==> src/rtl/lcd_hd44780_driver.sv <==
// HD44780 20x4 character LCD driver: power-up init, E-strobe timing, busy waits,
// cursor tracking with automatic DDRAM re-addressing at the end of each row.
module lcd_hd44780_driver #(
    parameter int T_POWERUP = 750000,
    parameter int T_SETUP   = 2,
    parameter int T_PW      = 12,
    parameter int T_HOLD    = 2,
    parameter int T_EXEC    = 2500,
    parameter int T_CLEAR   = 100000,
    parameter int COLS      = 20,
    parameter int ROWS      = 4
) (
    input  logic       CLK,
    input  logic       Reset,
    input  logic       Escribir,
    input  logic [7:0] Dato_E_LCD,
    input  logic       Limpiar,
    output logic       Lista,
    output logic       LCD_RS,
    output logic       LCD_RW,
    output logic       LCD_E,
    output logic [7:0] LCD_DB,
    output logic       Init_Done,
    output logic [1:0] Fila
);

    typedef enum logic [2:0] {
        ST_POWERUP = 3'd0,
        ST_SETUP   = 3'd1,
        ST_PULSE   = 3'd2,
        ST_HOLD    = 3'd3,
        ST_EXEC    = 3'd4,
        ST_READY   = 3'd5
    } state_t;

    typedef enum logic [1:0] {
        OP_INIT  = 2'd0,
        OP_CLEAR = 2'd1,
        OP_CHAR  = 2'd2,
        OP_ADDR  = 2'd3
    } op_t;

    // Counter reload values: a wait of N cycles loads N-1 on entry and exits at zero.
    // POWERUP spends its first cycle arming the counter, hence the extra -1.
    localparam logic [19:0] LD_POWERUP = 20'(T_POWERUP - 2);
    localparam logic [19:0] LD_SETUP   = 20'(T_SETUP - 1);
    localparam logic [19:0] LD_PW      = 20'(T_PW - 1);
    localparam logic [19:0] LD_HOLD    = 20'(T_HOLD - 1);
    localparam logic [19:0] LD_EXEC    = 20'(T_EXEC - 1);
    localparam logic [19:0] LD_CLEAR   = 20'(T_CLEAR - 1);
    localparam logic [4:0]  COL_LAST   = 5'(COLS - 1);
    localparam logic [1:0]  ROW_LAST   = 2'(ROWS - 1);
    localparam logic [2:0]  INIT_LAST  = 3'd6;

    function automatic logic [7:0] init_cmd(input logic [2:0] idx);
        logic [7:0] cmd;
        case (idx)
            3'd0, 3'd1, 3'd2: cmd = 8'h38;
            3'd3:             cmd = 8'h0C;
            3'd4:             cmd = 8'h01;
            3'd5:             cmd = 8'h06;
            3'd6:             cmd = 8'h80;
            default:          cmd = 8'h80;
        endcase
        return cmd;
    endfunction

    function automatic logic [7:0] row_addr_cmd(input logic [1:0] row);
        logic [7:0] cmd;
        case (row)
            2'd0:    cmd = 8'h80;
            2'd1:    cmd = 8'hC0;
            2'd2:    cmd = 8'h94;
            2'd3:    cmd = 8'hD4;
            default: cmd = 8'h80;
        endcase
        return cmd;
    endfunction

    function automatic logic [1:0] next_row(input logic [1:0] row);
        logic [1:0] nxt;
        if (row == ROW_LAST) begin
            nxt = 2'd0;
        end else begin
            nxt = row + 2'd1;
        end
        return nxt;
    endfunction

    state_t      state_r, state_s;
    op_t         op_r, op_s;
    logic [19:0] cnt_r, cnt_s;
    logic [2:0]  idx_r, idx_s;
    logic [4:0]  col_r, col_s;
    logic [1:0]  fila_r, fila_s;
    logic        armed_r, armed_s;
    logic        rs_r, rs_s;
    logic [7:0]  db_r, db_s;
    logic        e_r, e_s;
    logic        lista_r, lista_s;
    logic        init_done_r, init_done_s;
    logic        rw_r;

    // Next-state, counter and bus logic for the whole controller.
    always_comb begin
        state_s     = state_r;
        op_s        = op_r;
        cnt_s       = cnt_r;
        idx_s       = idx_r;
        col_s       = col_r;
        fila_s      = fila_r;
        armed_s     = armed_r;
        rs_s        = rs_r;
        db_s        = db_r;
        lista_s     = 1'b0;
        init_done_s = init_done_r;

        case (state_r)
            ST_POWERUP: begin
                if (!armed_r) begin
                    armed_s = 1'b1;
                    cnt_s   = LD_POWERUP;
                end else if (cnt_r == 20'd0) begin
                    op_s    = OP_INIT;
                    idx_s   = 3'd0;
                    state_s = ST_SETUP;
                    cnt_s   = LD_SETUP;
                    rs_s    = 1'b0;
                    db_s    = init_cmd(3'd0);
                end else begin
                    cnt_s = cnt_r - 20'd1;
                end
            end
            ST_SETUP: begin
                if (cnt_r == 20'd0) begin
                    state_s = ST_PULSE;
                    cnt_s   = LD_PW;
                end else begin
                    cnt_s = cnt_r - 20'd1;
                end
            end
            ST_PULSE: begin
                if (cnt_r == 20'd0) begin
                    state_s = ST_HOLD;
                    cnt_s   = LD_HOLD;
                end else begin
                    cnt_s = cnt_r - 20'd1;
                end
            end
            ST_HOLD: begin
                if (cnt_r != 20'd0) begin
                    cnt_s = cnt_r - 20'd1;
                end else if (!rs_r && (db_r == 8'h01)) begin
                    state_s = ST_EXEC;
                    cnt_s   = LD_CLEAR;
                end else begin
                    state_s = ST_EXEC;
                    cnt_s   = LD_EXEC;
                end
            end
            ST_EXEC: begin
                if (cnt_r != 20'd0) begin
                    cnt_s = cnt_r - 20'd1;
                end else begin
                    case (op_r)
                        OP_INIT: begin
                            if (idx_r == INIT_LAST) begin
                                init_done_s = 1'b1;
                                col_s       = 5'd0;
                                fila_s      = 2'd0;
                                state_s     = ST_READY;
                            end else begin
                                idx_s   = idx_r + 3'd1;
                                state_s = ST_SETUP;
                                cnt_s   = LD_SETUP;
                                rs_s    = 1'b0;
                                db_s    = init_cmd(idx_r + 3'd1);
                            end
                        end
                        OP_CHAR: begin
                            // Row complete: move to the next row's DDRAM base ourselves.
                            if (col_r == COL_LAST) begin
                                col_s   = 5'd0;
                                fila_s  = next_row(fila_r);
                                op_s    = OP_ADDR;
                                state_s = ST_SETUP;
                                cnt_s   = LD_SETUP;
                                rs_s    = 1'b0;
                                db_s    = row_addr_cmd(next_row(fila_r));
                            end else begin
                                col_s   = col_r + 5'd1;
                                state_s = ST_READY;
                            end
                        end
                        OP_CLEAR: begin
                            col_s   = 5'd0;
                            fila_s  = 2'd0;
                            state_s = ST_READY;
                        end
                        default: begin
                            state_s = ST_READY;
                        end
                    endcase
                end
            end
            ST_READY: begin
                // Clear wins over a simultaneous character; the character waits.
                if (Limpiar) begin
                    op_s    = OP_CLEAR;
                    state_s = ST_SETUP;
                    cnt_s   = LD_SETUP;
                    rs_s    = 1'b0;
                    db_s    = 8'h01;
                end else if (Escribir) begin
                    lista_s = 1'b1;
                    op_s    = OP_CHAR;
                    state_s = ST_SETUP;
                    cnt_s   = LD_SETUP;
                    rs_s    = 1'b1;
                    db_s    = Dato_E_LCD;
                end else begin
                    state_s = ST_READY;
                end
            end
            default: begin
                state_s = ST_POWERUP;
                armed_s = 1'b0;
                cnt_s   = 20'd0;
            end
        endcase

        e_s = (state_s == ST_PULSE);
    end

    // State and output registers; Reset aborts any strobe at once.
    always_ff @(posedge CLK or posedge Reset) begin
        if (Reset) begin
            state_r     <= ST_POWERUP;
            op_r        <= OP_INIT;
            cnt_r       <= 20'd0;
            idx_r       <= 3'd0;
            col_r       <= 5'd0;
            fila_r      <= 2'd0;
            armed_r     <= 1'b0;
            rs_r        <= 1'b0;
            db_r        <= 8'h00;
            e_r         <= 1'b0;
            lista_r     <= 1'b0;
            init_done_r <= 1'b0;
            rw_r        <= 1'b0;
        end else begin
            state_r     <= state_s;
            op_r        <= op_s;
            cnt_r       <= cnt_s;
            idx_r       <= idx_s;
            col_r       <= col_s;
            fila_r      <= fila_s;
            armed_r     <= armed_s;
            rs_r        <= rs_s;
            db_r        <= db_s;
            e_r         <= e_s;
            lista_r     <= lista_s;
            init_done_r <= init_done_s;
            rw_r        <= 1'b0;
        end
    end

    assign Lista     = lista_r;
    assign LCD_RS    = rs_r;
    assign LCD_RW    = rw_r;
    assign LCD_E     = e_r;
    assign LCD_DB    = db_r;
    assign Init_Done = init_done_r;
    assign Fila      = fila_r;

endmodule

==> config.mk <==
export PLATFORM = sky130hd
export DESIGN_NAME = lcd_hd44780_driver
export DESIGN_NICKNAME = d
export VERILOG_FILES = /design/src/rtl/lcd_hd44780_driver.sv
export SDC_FILE = /design/constraint.sdc
export NUM_CORES = 1
export LEC_CHECK = 0
export CORE_MARGIN = 2
export CORE_UTILIZATION = 58
export DETAILED_ROUTE_END_ITERATION = 16
export GPL_TIMING_DRIVEN = 0
export PLACE_DENSITY_LB_ADDON = 0.3
export SLEW_MARGIN = 30
export SYNTH_ARGS = -nofsm -noshare
export SYNTH_HDL_FRONTEND = slang
export SYNTH_SLANG_ARGS = --single-unit
export TNS_END_PERCENT = 30
==> constraint.sdc <==
create_clock -name CLK -period 5.06 [get_ports CLK]
set_clock_uncertainty 0.15 [all_clocks]
set_input_delay 1.012 -clock CLK [delete_from_list [all_inputs] [get_ports CLK]]
set_output_delay 1.012 -clock CLK [all_outputs]
set_load 0.01 [all_outputs]
==> metrics.md, run 1 <==
| Metric | Value |
|---|---|
| Outcome | `finished clean` |
| Final #Nets | `408` |
| CP Max Fanout | `10` |
| Primary FF master, synth | `dfrtp_1` |
| Vias | `2,974` |
| N_diodes | `0` |
| Worst-Margin Slew | `0.947 ns` |
| Total track usage | `28.5%` |
| Post-synthesis register bit count | `48` |
| Die area | `5920 µm²` |
| Async set-reset flop share out of synthesis | `100%` |
| Startpoint type of the worst setup path | `input port` |
| Gr ovfl total | `0` |
| Site row count | `26` |
| Worst setup path startpoint | `Limpiar` |
| Vias in the first global route | `2,755` |
| Pwr dens | `183 nW/µm²` |
| Chip width | `77.0 µm` |
| Share of layout cells above drive strength 1 | `9.77%` |
| Top cells by area, synth | `dfrtp_1 (39%), o21ai_0 (5.7%), nand2_1 (4.7%), nor2_1 (3.5%), mux2_2 (3.3%)` |
| YS warnings | `0` |
| Largest net degree at the start of global routing | `49` |
| Worst Hold Launch | `Init_Done` |
| Seq/Total Area, Yosys | `38.9%` |
| Synth area leader | `dfrtp_1` |
| Synth top area share | `38.9%` |
| EDFF count, synth | `0` |
| R2R Path Start | `cnt_r[0]` |
| Mapped Area | `3090 µm²` |
| Hold WC Path Type | `reg2reg` |
| Dpl cells | `451` |
| TNS Setup | `0 ns` |
| Pleak | `1.44 nW` |
| Period utilization | `66.6%` |
| Root Driver | `clkbuf_8` |
| Final hold slack | `0.326 ns` |
| Initial Util | `60.5%` |
| Worst skew pair latency | `0.31 ns` |
| Chip height | `77.0 µm` |
| Non-filler instance count after layout | `459` |
| Pins Over Slew Limit | `0` |
| Synth cell types | `63` |
| Slew headroom | `36.0%` |
| Cts repair resizes | `0` |
| Sink Count | `48` |
| Starting DRC count in detailed routing | `254` |
| Core area | `5110 µm²` |
| Post-route ant nets | `0` |
| Worst Path Required | `5.10 ns` |
| Filler cell count | `423` |
| Net Count, Synth | `376` |
| Worst-path clk slew | `0.09 ns` |
| Fmax | `297 MHz` |
| Post-CTS Setup Bufs | `0` |
| Synthesized area per cell | `8.67 µm²` |
| Final wirelength | `8.17 mm` |
| CTS tree | `built` |
| Fin worst setup slack | `1.69 ns` |
| Global-route wire length before repair | `13.4 mm` |
| PnR Total Power | `0.644 mW` |
| Io pins | `27` |
| Initial antenna violation count | `0` |
| Post-DR wirelength/cell | `17.8 µm` |
| DP Worst Slack | `1.45 ns` |
| Fin. Hold Viols | `0` |
| Placed Instance Area | `3430 µm²` |
| FF/Latch Area | `1200 µm²` |
| Final min period | `3.37 ns` |
| I/O Buffers | `25` |
| H-tree depth | `2` |
| # setup viols final | `0` |
| # Max-Cap Violations | `0` |
| CP Data Arrival Time | `3.41 ns` |
| Hold Buf Count CTS | `0` |
| GPL Wtd Cong | `0.957` |
| Critical path class | `in2reg` |
| Worst VDD drop | `0.135 mV` |
| Cells after synthesis | `356` |
| Area delta synth->final | `13.9%` |
| Setup crit end kind | `register` |
| DRT Pass-1 Iters | `6` |
| Hpwl dp | `5.86 mm` |
| RSZ-0062 raised after global routing | `false` |
| Max Buffers Root-to-Sink | `2` |
| Layout Utilization | `68.9%` |
| TritonCTS buffer count | `5` |
| DRC violations left | `0` |
| Via/cell ratio | `6.48` |
| Final instance area | `3520 µm²` |
| Area of the multi-input gates | `1750 µm²` |
flip-flops by register name (all words and copies together) (netlist names):
register   flops
Fila           2
Init_Done      1
LCD_DB         8
LCD_E          1
LCD_RS         1
Lista          1
armed_r        1
cnt_r         20
col_r          5
idx_r          3
op_r           2
state_r        3
cell usage after synthesis (8+ instances only):
cell	n
o211ai_1	8
mux2_2	9
ha_1	8
inv_1	13
dfrtp_1	48
nor4_1	9
nor3_1	11
a21oi_1	11
nor2_1	29
nand3_1	14
clkbuf_1	11
o21ai_0	35
nand2_1	39
placed cells by master, fill, tap and decap left out, drive strengths merged, types with 2 or more instances in the layout:
cell type / synthesis / final
nor3b: 2 / 2
o21ai: 36 / 36
xnor2: 3 / 3
buf: 8 / 8
o22ai: 6 / 6
o31a: 5 / 5
nor2: 29 / 29
o22a: 2 / 2
and3: 3 / 3
a21o: 2 / 2
a21oi: 11 / 11
a31oi: 4 / 4
mux2: 9 / 9
nor4: 10 / 10
nand4: 6 / 6
a311oi: 2 / 2
o221ai: 2 / 2
nand2: 39 / 39
or4: 4 / 4
a22o: 2 / 2
clkbuf: 11 / 19
or2: 4 / 4
a31o: 2 / 2
nand3: 14 / 14
nor3: 12 / 12
a211oi: 4 / 4
or3: 6 / 6
o211ai: 8 / 8
nor4bb: 2 / 2
nor2b: 4 / 4
dfrtp: 48 / 48
nand2b: 4 / 4
o2bb2ai: 3 / 3
and2: 3 / 3
clkdlybuf4s50: 0 / 25
ha: 8 / 8
a211o: 5 / 5
inv: 13 / 13
nor4b: 2 / 2
layer usage:
| metal | share of wire (%) | global-route usage [%] |
|---|---|---|
| met1 | 46 | 42.1 |
| met2 | 45 | 42.0 |
| met3 | 7.6 | 4.71 |
| met4 | 1.2 | 10.5 |
| met5 | 0 | 0 |
power breakdown:
group,total [mW],switching (mW),internal [mW],leakage [nW]
Sequential,0.383,0,0.383,0.603
Clock,0.242,0.130,0.112,0.0455
Combinational,0.0194,0.0109,0.00858,0.796
area by class of cell:
class	count	area share [%]
multi-input cells	276	49.9
flip-flops and latches	48	34.1
repair buffers	25	7.11
clock buffers	8	2.56
well taps	70	2.49
plain buffers	19	2.38
inverters	13	1.46
worst paths after layout:
kind | slack, ns | end | cells after the start
max in group asynchronous | 3.38 | cnt_r[4] | 2
worst min register to register | 0.33 | Init_Done | 1
worst min-delay path | 0.33 | Init_Done | 1
worst max-delay path | 1.69 | cnt_r[3] | 7
worst max register to register | 1.87 | LCD_DB[0] | 8
min in group asynchronous | 0.98 | cnt_r[15] | 2
cell families after synthesis:
group / share of synthesized area, %
simple gates: 25.6
fa+ha+maj: 3.24
buf+inv: 4.30
flops: 38.9
mux: 3.61
compound gates: 23.3
xor+xnor: 0.851
other cells: 0.121
worst max-delay path, stage by stage:
cell and delay (ns):
clkdlybuf4s50_1 0.48, nor4bb_1 0.84, nor2b_1 0.32, a31oi_1 0.09
clkbuf_1 0.31, o31a_1 0.18, o22a_1 0.19
Power figures use the tool's default switching activity.
==> run 2, diff against run 1 <==
Clock period 5.06 ns to 3.4 ns, I/O delays scaled along.
==> results of run 2 <==
Same layout as run 1 (identical final DEF). Status: finished clean.
Main changes from that run: setup slack after placement 1.45 ns -> 0.118 ns; setup slack after layout 1.69 ns -> 0.210 ns; start point of the critical path Limpiar -> cnt_r[0]; end point of the critical path cnt_r[3] -> LCD_DB[0]; register-to-register setup slack 1.87 ns -> 0.21 ns; total power 0.644 mW -> 0.959 mW; worst IR drop on VDD 0.135 mV -> 0.201 mV
==> run 3, diff against run 2 <==
Settings changed: MAX_ROUTING_LAYER set to met4.
==> run 3 against run 2 <==
Compared with the run above: via count is 0.54% higher; non-clock buffer count stayed put; combinational power hardly changed; register-to-register slack worse by 0.03 ns; power is 0.46% higher; sequential share of layout area hardly changed; first-iteration DRC count is 44% higher; utilization hardly changed.
==> metrics.md, run 3 (synthesis results as in run 1) <==
| Metric | Value |
|---|---|
| Hpwl dp | `6.03 mm` |
| DRC violations left | `0` |
| Worst path max stage delay | `0.59 ns` |
| Total track usage | `30.4%` |
| Cts repair resizes | `0` |
| DRT Pass-1 Iters | `5` |
| Gr ovfl total | `0` |
| Setup crit end kind | `register` |
| Area delta synth->final | `14.0%` |
| Period utilization | `94.8%` |
| Non-filler instance count after layout | `459` |
| Post-route ant nets | `0` |
| PnR Total Power | `0.963 mW` |
| Final wirelength | `8.39 mm` |
| Starting DRC count in detailed routing | `365` |
| Pwr dens | `274 nW/µm²` |
| Worst r2r path cells | `8` |
| Site row count | `26` |
| Global-route wire length before repair | `14.1 mm` |
| Post-CTS Setup Bufs | `0` |
| Hold Buf Count CTS | `0` |
| Via/cell ratio | `6.51` |
| RSZ-0062 raised after global routing | `false` |
| TritonCTS buffer count | `5` |
| Largest net degree at the start of global routing | `49` |
| Critical path class | `reg2reg` |
| Reg2reg setup slack | `0.18 ns` |
| Cells along the critical path | `inv_1 > ha_1 > nor4b_2 > nand4_1 > nor2_1 > o211a_1 > buf_4 > mux2_2` |
| H-tree depth | `2` |
| Share of layout cells above drive strength 1 | `10.3%` |
| Chip width | `77.0 µm` |
| Chip height | `77.0 µm` |
| CP Data Arrival Time | `3.27 ns` |
| CTS tree | `built` |
| DP Worst Slack | `0.145 ns` |
| Sink Count | `48` |
| Io pins | `27` |
| Worst-Margin Slew | `0.966 ns` |
| TNS Setup | `0 ns` |
| Hold Path Stages | `1` |
| Worst VDD drop | `0.195 mV` |
| Filler cell count | `414` |
| Worst Path Required | `3.45 ns` |
| Final min period | `3.22 ns` |
| # Max-Cap Violations | `0` |
| Worst-path clk slew | `0.09 ns` |
| Biggest register | `cnt_r` |
| Dpl cells | `451` |
| Post-DR wirelength/cell | `18.3 µm` |
| Min-Delay Endpoint | `Init_Done` |
| Max Buffers Root-to-Sink | `2` |
| I/O Buffers | `25` |
| Root Driver | `clkbuf_8` |
| GPL Wtd Cong | `0.956` |
| Initial antenna violation count | `0` |
| Fin worst setup slack | `0.177 ns` |
| # setup viols final | `0` |
| Startpoint type of the worst setup path | `register` |
| Pins Over Slew Limit | `0` |
| Outcome | `finished clean` |
| Worst Hold Launch | `Init_Done` |
| Vias | `2,990` |
| Fin. Hold Viols | `0` |
| Most frequent cells in the layout | `dfrtp_1 (48), nand2_1 (39), o21ai_0 (35)` |
| Final #Nets | `408` |
| N_diodes | `0` |
| R2R Path Start | `cnt_r[0]` |
| RR Endpoint | `LCD_DB[0]` |
| Initial Util | `60.5%` |
| Vias in the first global route | `2,906` |
| Most common cell after layout, fill and taps aside | `dfrtp_1` |
| Die area | `5920 µm²` |
| Hold WC Path Type | `reg2reg` |
| Fmax | `310 MHz` |
| Layout Utilization | `68.9%` |
| Slew headroom | `35.1%` |
| Slowest cell on crit path | `nor2_1` |
| CP Max Fanout | `9` |
| Core area | `5110 µm²` |
| Pleak | `1.45 nW` |
| Worst skew pair latency | `0.32 ns` |
| Number of flip-flops in the largest register | `20` |
==> run 3: changes by cell type in the layout (fill, tap and decap cells not counted) <==
cell / delta
clkbuf_1: -2
clkinv_2: +2
==> run 3: worst max path at each step <==
stage,from,slack [ns],cells after the start,to
finish,cnt_r[0],0.18,8,LCD_DB[0]
global route,cnt_r[0],0.009,8,LCD_DB[0]
CTS,cnt_r[0],0.28,8,LCD_DB[0]
detailed placement,Limpiar,0.15,7,cnt_r[3]
global placement,Limpiar,0.12,7,cnt_r[3]
floorplan,cnt_r[14],0.88,8,LCD_DB[0]
==> run 3: where the power goes <==
group          internal [mW]  switching, mW
Combinational         0.0128         0.0160
Sequential             0.570              0
Clock                  0.163          0.201
==> run 3: layout make-up <==
type | count | area (µm²) | share of cell area, %
Multi-Input combinational cell | 276 | 1750 | 49.8
Sequential cell | 48 | 1200 | 34.1
Timing Repair Buffer | 25 | 250 | 7.11
Tap cell | 70 | 87.6 | 2.49
Buffer | 19 | 83.8 | 2.38
Clock buffer | 6 | 82.6 | 2.35
Inverter | 13 | 51.3 | 1.46
Clock inverter | 2 | 10.0 | 0.284
==> run 3: metrics by stage <==
| stage | instance area (µm²) | hold WS [ns] |
|---|---|---|
| 2_1_floorplan | 3090 | 0.298 |
| 3_3_place_gp | 3430 | 0.306 |
| 3_5_place_dp | 3430 | 0.328 |
| 4_1_cts | 3520 | 0.349 |
| 5_1_grt | 3520 | 0.367 |
| 6_report | 3520 | 0.339 |
==> run 3: worst max-delay path: cells and delay by family, from the launching register on <==
family | cells | cell delay (ns)
AOI/OAI and AO/OA | 1 | 0.22
muxes | 1 | 0.35
adders and majority gates | 1 | 0.22
and+or+nand+nor | 3 | 1.46
buffers and inverters | 2 | 0.27
DFF | 1 | 0.43
==> run 3: layer usage <==
layer	GRT usage, %	up-vias	routed length, µm
met3	4.24	21	594
met2	46.2	144	3830
met4	9.64	0	127
li1	-	1391	-
met1	42.4	1434	3830
met5	-	-	0
